**config.mk**
```make
export PLATFORM = sky130hd
export DESIGN_NAME = dbg_abstract_cmd_ctrl
export DESIGN_NICKNAME = d
export VERILOG_FILES = /design/src/rtl/dbg_abstract_cmd_ctrl.sv
export SDC_FILE = /design/constraint.sdc
export NUM_CORES = 1
export LEC_CHECK = 0
export CAP_MARGIN = 40
export CELL_PAD_IN_SITES_DETAIL_PLACEMENT = 0
export CELL_PAD_IN_SITES_GLOBAL_PLACEMENT = 1
export CORE_ASPECT_RATIO = 0.8
export CORE_UTILIZATION = 30
export DETAILED_ROUTE_END_ITERATION = 12
export GPL_TIMING_DRIVEN = 0
export PLACE_DENSITY = 0.86
export SLEW_MARGIN = 20
export SYNTH_ARGS = -nofsm -noshare
export SYNTH_HDL_FRONTEND = slang
export SYNTH_SLANG_ARGS = --single-unit
```
**constraint.sdc**
```tcl
create_clock -name clk_i -period 2.2 [get_ports clk_i]
set_input_delay 0.22 -clock clk_i [delete_from_list [all_inputs] [get_ports clk_i]]
set_output_delay 0.22 -clock clk_i [all_outputs]
set_load 0.01 [all_outputs]
```
**src/rtl/dbg_abstract_cmd_ctrl.sv**
```systemverilog
// rtl/dbg_abstract_cmd_ctrl.sv - RISC-V debug Access Register abstract command sequencer
module dbg_abstract_cmd_ctrl #(
  parameter int unsigned RD_LATENCY = 1,
  parameter logic [15:0] GPR_BASE   = 16'h1000,
  parameter logic [15:0] CSR_DCSR   = 16'h07b0,
  parameter logic [15:0] CSR_DPC    = 16'h07b1
) (
  input  logic        clk_i,
  input  logic        reset_ni,
  input  logic        cmd_valid_i,
  input  logic [31:0] cmd_i,
  input  logic [31:0] data0_i,
  output logic [31:0] data0_o,
  output logic        data0_we_o,
  input  logic        cmderr_clr_i,
  output logic        busy_o,
  output logic [2:0]  cmderr_o,
  input  logic        core_halted_i,
  output logic        ar_en_o,
  output logic        ar_wr_o,
  output logic [15:0] ar_ad_o,
  output logic [31:0] ar_do_o,
  input  logic [31:0] ar_di_i
);

  typedef enum logic [2:0] {IDLE, ACCESS, WAIT, CAPTURE, DONE} state_e;

  localparam logic [2:0] WAIT_INIT = 3'(RD_LATENCY - 1);

  state_e      state;
  logic [2:0]  wait_cnt;
  logic [2:0]  cmderr_base;
  logic [15:0] regno;
  logic [15:0] gpr_off;
  logic        transfer;
  logic        unsupported;
  logic        regno_ok;
  logic        unused_cmd_bits;

  assign regno       = cmd_i[15:0];
  assign transfer    = cmd_i[17];
  assign gpr_off     = regno - GPR_BASE;
  assign regno_ok    = ((regno >= GPR_BASE) && (gpr_off < 16'd32)) ||
                       (regno == CSR_DCSR) || (regno == CSR_DPC);
  assign unsupported = (cmd_i[31:24] != 8'd0) || cmd_i[18] ||
                       (transfer && (cmd_i[22:20] != 3'd2));
  assign unused_cmd_bits = cmd_i[23] ^ cmd_i[19];

  // A clear in the same cycle is applied before any new error is recorded.
  assign cmderr_base = cmderr_clr_i ? 3'd0 : cmderr_o;

  always_ff @(posedge clk_i or negedge reset_ni) begin
    if (!reset_ni) begin
      state      <= IDLE;
      wait_cnt   <= 3'd0;
      busy_o     <= 1'b0;
      cmderr_o   <= 3'd0;
      data0_o    <= 32'd0;
      data0_we_o <= 1'b0;
      ar_en_o    <= 1'b0;
      ar_wr_o    <= 1'b0;
      ar_ad_o    <= 16'd0;
      ar_do_o    <= 32'd0;
    end else begin
      data0_we_o <= 1'b0;
      cmderr_o   <= cmderr_base;
      if ((state != IDLE) && cmd_valid_i && (cmderr_base == 3'd0)) begin
        cmderr_o <= 3'd1;
      end

      case (state)
        IDLE: begin
          if (cmd_valid_i && (cmderr_base == 3'd0)) begin
            busy_o <= 1'b1;
            state  <= DONE;
            if (unsupported) begin
              cmderr_o <= 3'd2;
            end else if (!core_halted_i) begin
              cmderr_o <= 3'd4;
            end else if (transfer && !regno_ok) begin
              cmderr_o <= 3'd3;
            end else if (transfer) begin
              state   <= ACCESS;
              ar_en_o <= 1'b1;
              ar_wr_o <= cmd_i[16];
              ar_ad_o <= regno;
              ar_do_o <= data0_i;
            end
          end
        end

        ACCESS: begin
          ar_en_o  <= 1'b0;
          ar_wr_o  <= 1'b0;
          ar_ad_o  <= 16'd0;
          ar_do_o  <= 32'd0;
          wait_cnt <= WAIT_INIT;
          if (!core_halted_i) begin
            cmderr_o <= 3'd4;
            state    <= DONE;
          end else if (ar_wr_o) begin
            state <= DONE;
          end else if (WAIT_INIT == 3'd0) begin
            state <= CAPTURE;
          end else begin
            state <= WAIT;
          end
        end

        WAIT: begin
          wait_cnt <= wait_cnt - 3'd1;
          if (!core_halted_i) begin
            cmderr_o <= 3'd4;
            state    <= DONE;
          end else if (wait_cnt == 3'd1) begin
            state <= CAPTURE;
          end
        end

        CAPTURE: begin
          state <= DONE;
          if (!core_halted_i) begin
            cmderr_o <= 3'd4;
          end else begin
            data0_o    <= ar_di_i;
            data0_we_o <= 1'b1;
          end
        end

        DONE: begin
          busy_o <= 1'b0;
          state  <= IDLE;
        end

        default: state <= IDLE;
      endcase
    end
  end

endmodule

```
# == Word-level counts from Yosys, hierarchy flattened ==
# Cells that the tools add are included.
# word_totals
output_inout_bits,87
regBits,93
wordCells,98
ramBits,0
memories,0
rom_bits,0
latch_bits,0
in_bits,101
# op_classes
order_cmp,2
n_bitwise,0
reduce_logical,23
n_eq_ne,14
shifts,0
mul,0
add_sub_neg,2
n_mux,47
div,0
# ops
op,count
32-bit two-way mux,5
16-bit two-way mux,5
32-bit one-hot mux with 2 select lines,1
3-bit two-way mux,16
16-bit by 11-bit == test with 1-bit output (second input constant),2
16-bit one-hot mux with 2 select lines,1
16-bit by 13-bit greater-or-equal comparator with 1-bit output (second input constant),1
16-bit by 6-bit less-than comparator with 1-bit output (second input constant),1
16-bit by 13-bit subtractor with 16-bit output (second input constant),1
1-bit two-way mux,13
3-bit one-hot mux with 2 select lines,2
3-bit one-hot mux with 4 select lines,1
2-bit != test (second input constant),5
8-bit nonzero test,1
3-bit by 1-bit == test with 1-bit output (second input constant),2
3-bit by 2-bit == test with 1-bit output (second input constant),2
1-bit logical AND,6
3-bit zero test,2
1-bit one-hot mux with 2 select lines,3
2-bit AND reduction,3
6-bit AND reduction,1
2-bit nonzero test,3
1-bit logical OR,4
3-bit == test (second input constant),1
other kinds (6),6

# == Longest topological paths before layout ==
# logic_depth
word_depth,12
depth_mapped,7
ltp_nobuf,6

# == Worst setup path after synthesis ==
# Ideal clock, no wire load.
# synth_timing
kind,input to register
start,input port cmd_i[26]
end,register ar_ad_o[0]
setup_time_ns,0.121
setup_slack_ns,0.422
arrival_time_ns,1.657
path_buffers,1
required_ns,2.079
cell_stages,6
path_cell_list,nor4_1 nand2_1 a2111oi_2 o211ai_2 buf_6 a22o_1
# synth_between
elab_chain_len,5
# synth_lines
element,line_no,source
"start, declared",11,"input logic [31:0] cmd_i,"
8-bit nonzero test,45,assign unsupported = (cmd_i[31:24] != 8'd0) || cmd_i[18] ||
1-bit logical OR (2 in a row),45,
2-bit != test (no line),n/a,
6-bit AND reduction (no line),n/a,
"end signal, assigned",86,ar_ad_o <= regno;
"end, declared",21,"output logic [15:0] ar_ad_o,"
# Every way passes these cells.
# A chain may end at the register's enable or synchronous reset.

# == Worst setup path in the final report ==
# layout_timing
start,input port cmd_i[3]
end,register ar_do_o[25]
# layout_between
elab_chain_len,9
word_cells_on_any_way,12
# layout_lines
element,line_no,source
16-bit by 13-bit subtractor with 16-bit output,42,assign gpr_off = regno - GPR_BASE;
16-bit by 6-bit less-than comparator with 1-bit output,43,assign regno_ok = ((regno >= GPR_BASE) && (gpr_off < 16'd32)) ||
1-bit logical AND,43,
1-bit logical OR,43,
1-bit logical OR *,44,(regno == CSR_DCSR) || (regno == CSR_DPC);
1-bit zero test *,80,end else if (transfer && !regno_ok) begin
1-bit logical AND *,80,
2-bit != test (no line) *,n/a,
6-bit AND reduction (no line) *,n/a,
"end signal, assigned",87,ar_do_o <= data0_i;
"end, declared",22,"output logic [31:0] ar_do_o,"
# Every way passes the cells marked *; elsewhere a longest branch is shown, timed or not.

==> summary.md <==
| Metric | Value |
|---|---|
| Total CTS buffers | `9` |
| Synthesized net count | `443` |
| Detailed Routing Iterations Pass 1 | `4` |
| Synth top area share | `62.1%` |
| CP required | `2.42 ns` |
| Failing checks | `negative setup slack` |
| Peak supply drop | `~0.42 mV` |
| Worst Reg-to-Reg Cells | `6` |
| Final wirelength | `10.4 mm` |
| Post-route ant nets | `0` |
| Combinational family with the most area after synthesis | `simple AND/OR/NAND/NOR gates` |
| Syn avg cell area | `11.0 um2` |
| ANT cells | `0` |
| Adder-Cell Fraction of Synth Area | `0.668%` |
| CTS tree | `done` |
| Via count | `between 3,000 and 4,000` |
| CTS Buffer Depth | `2` |
| Status | `finished, violations left` |
| Fmax achieved | `between 400 and 500 MHz` |
| All-Layer GR Usage | `between 10% and 20%` |
| Dpl hpwl | `around 7.7 mm` |
| Post-synth EDFFs | `0` |
| Initial antenna violation count | `0` |
| Final WS setup | `-0.00891 ns` |
| Post-synthesis simple-gate area fraction | `16.3%` |
| Die W | `127 um` |
| DRC | `0` |
| CP Capture Type | `register` |
| Fin crit period | `approximately 2.2 ns` |
| Cells after synthesis | `340` |
| DR iter-0 viols | `171` |
| Max_cap viols | `0` |
| Worst-Margin Slew | `0.533 ns` |
| Syn. warnings | `0` |
| Clock transition at the registers of the reported paths | `roughly 0.070 ns` |
| Die area | `between 0.01 and 0.015 mm2` |
| Starting Density | `30.8%` |
| Crit path max fanout | `10` |
| Num rows | `36` |
| Io pins | `between 150 and 200` |
| Final-report max-slew violation count | `0` |
| Pre-CTS setup slack | `-0.401 ns` |
| Htree depth | `3` |
| Main area contributors after synthesis | `dfrtp_1 62%, nand2_1 10%, a22o_1 10%` |
| Most frequent cell after synthesis | `nand2_1` |
| Fill cell count | `~1,100` |
| Reg2reg setup slack | `around 0.17 ns` |
| Vias per inst | `4.75` |
| Final-report hold violation count | `0` |
| Total power per unit cell area | `between 700 and 800 mW/mm2` |
| XOR/XNOR Fraction of Synth Area | `0%` |
| Vias in the first global route | `roughly 3,300` |
| Die height | `102 um` |
| Num Clock Sinks | `93` |
| Seq/Total Area, Yosys | `between 60% and 70%` |
| First-pass GRT wire length | `16.4 mm` |
| Largest stage delay, worst path | `roughly 0.44 ns` |
| Routability Congestion | `~0.77` |
| GRT overflow | `0` |
| CP Class | `primary input to register` |
| Clk Tree Root Cell | `clkbuf_16` |
| Tcrit/Tclk final | `100%` |
| Post-synthesis mux area share | `0%` |
| Routed wire per std cell | `~15 um` |
| Synth-to-Final Area Change | `64.7%` |
| Fin area | `between 0.006 and 0.007 mm2` |
| Hold path depth | `2` |
| Synth top cells by count | `104 x nand2_1, 93 x dfrtp_1, 44 x a22o_1` |
| Post-synth cell types | `33` |
| Min-delay worst type | `primary input to register` |
| Placed inst area | `around 0.0058 mm2` |
| Sequence of cells on the critical path | `clkdlybuf4s50_1 > nor4_1 > nand4_1 > buf_4 > a2111oi_2 > o211ai_2 > buf_6 > a22o_1` |
| Synth Cell Area | `roughly 0.0037 mm2` |
| Slew margin rel. | `64.1%` |
| #FFs+latches synth | `93` |
| Layout cell share with drive strength beyond 1 | `between 6 and 7%` |
| Worst skew pair latency | `0.33 ns` |
| Synth Area in Compound Gates | `15.9%` |
| Nets@finish | `around 640` |
| Port Buf Inserts | `~180` |
| Top_reg_cell synth | `dfrtp_1` |
| Post-synth top area cell | `dfrtp_1` |
| Area of the core | `between 0.01 and 0.015 mm2` |
| Clock skew | `0.00647 ns` |
| Setup crit start kind | `primary input` |
| WP data arrival | `2.42 ns` |
| WHS | `~0.13 ns` |
| Pwr Total | `between 4 and 5 mW` |
| Asr flop ratio synth | `100%` |
| # setup viols final | `1` |
| LEAKAGE | `2.81 nW` |
| Largest net degree at the start of global routing | `75` |
| Slowest cell on crit path | `clkdlybuf4s50_1` |
==> stage by stage <==
stage          util [%]  instances  TNS (ns)
2_1_floorplan         -        340         0
3_3_place_gp       47.5        676   -243.38
3_5_place_dp       47.8        677    -18.46
4_1_cts            50.5        694         0
5_1_grt            50.8        696     -3.67
6_report           50.8        696  -0.00891
==> final timing paths <==
check	startpoint	to
min in group asynchronous	reset_ni	ar_ad_o[6]$_DFFE_PN0P_
hold reg to reg	data0_o[7]$_DFFE_PN0P_	data0_o[7]$_DFFE_PN0P_
hold / removal	core_halted_i	cmderr_o[2]$_DFF_PN0_
max in group asynchronous	reset_ni	wait_cnt[2]$_DFFE_PN0P_
setup / recovery	cmd_i[3]	ar_do_o[25]$_DFFE_PN0P_
setup reg to reg	cmderr_o[0]$_DFF_PN0_	ar_do_o[25]$_DFFE_PN0P_
==> cells by family after synthesis <==
group | after synthesis
AOI/OAI and AO/OA | 74
adders and majority gates | 2
buffers and inverters | 28
DFF | 93
and+or+nand+nor | 143
==> cells in the final DEF (no fill, tap or decap), types with 3 or more instances in the layout <==
master,instances
nand4_1,3
nand2_1,104
clkbuf_1,6
inv_1,8
nor3_1,8
and2_1,6
a22o_1,44
o21ai_0,9
buf_6,12
clkbuf_16,9
a21oi_1,6
dfrtp_1,93
clkdlybuf4s50_1,182
nor2_1,8
==> state kept, by name, indices dropped and copies added (netlist names) <==
name / cells
ar_do_o: 32
busy_o: 1
wait_cnt: 3
state: 3
cmderr_o: 3
data0_we_o: 1
data0_o: 32
ar_en_o: 1
ar_wr_o: 1
ar_ad_o: 16
==> cell type report <==
class	instances	area (um2)	area share [%]
Clock buffer	10	239	3.87
Multi-Input combinational cell	219	1260	20.4
Buffer	20	160	2.59
Tap cell	152	190	3.08
Inverter	8	30.0	0.486
Timing Repair Buffer	188	1890	30.7
Sequential cell	93	2330	37.7
Clock inverter	6	75.1	1.22
==> layer usage <==
layer	vias to the layer above	share of wire [%]	track usage, %
met5	-	0	0
met4	0	1.2	4.85
met3	11	5.2	4.45
met2	118	47	24.9
met1	1608	46	22.5
li1	1571	-	-
==> power breakdown <==
group,total (mW),leakage (nW),internal [mW],switching (mW)
Sequential,2.04,1.28,1.91,0.131
Clock,1.61,0.152,0.930,0.678
Combinational,1.25,1.38,0.646,0.606
Total,4.90,2.81,3.48,1.42
==> critical path: cells and delay by family <==
family                 cells  cell delay (ns)
AO/OA/AOI/OAI              3             0.85
buffers and inverters      3             0.85
AND/OR/NAND/NOR            2             0.50
==> timing repair <==
item	4_1_cts	5_1_grt
setup buffers	0	2
endpoints found under the hold margin	19	0
gates resized for setup	2	6
cloned	0	0
setup endpoints to repair	44	53
hold buffers	1	0
pin swaps	3	3
Power figures use the tool's default switching activity.
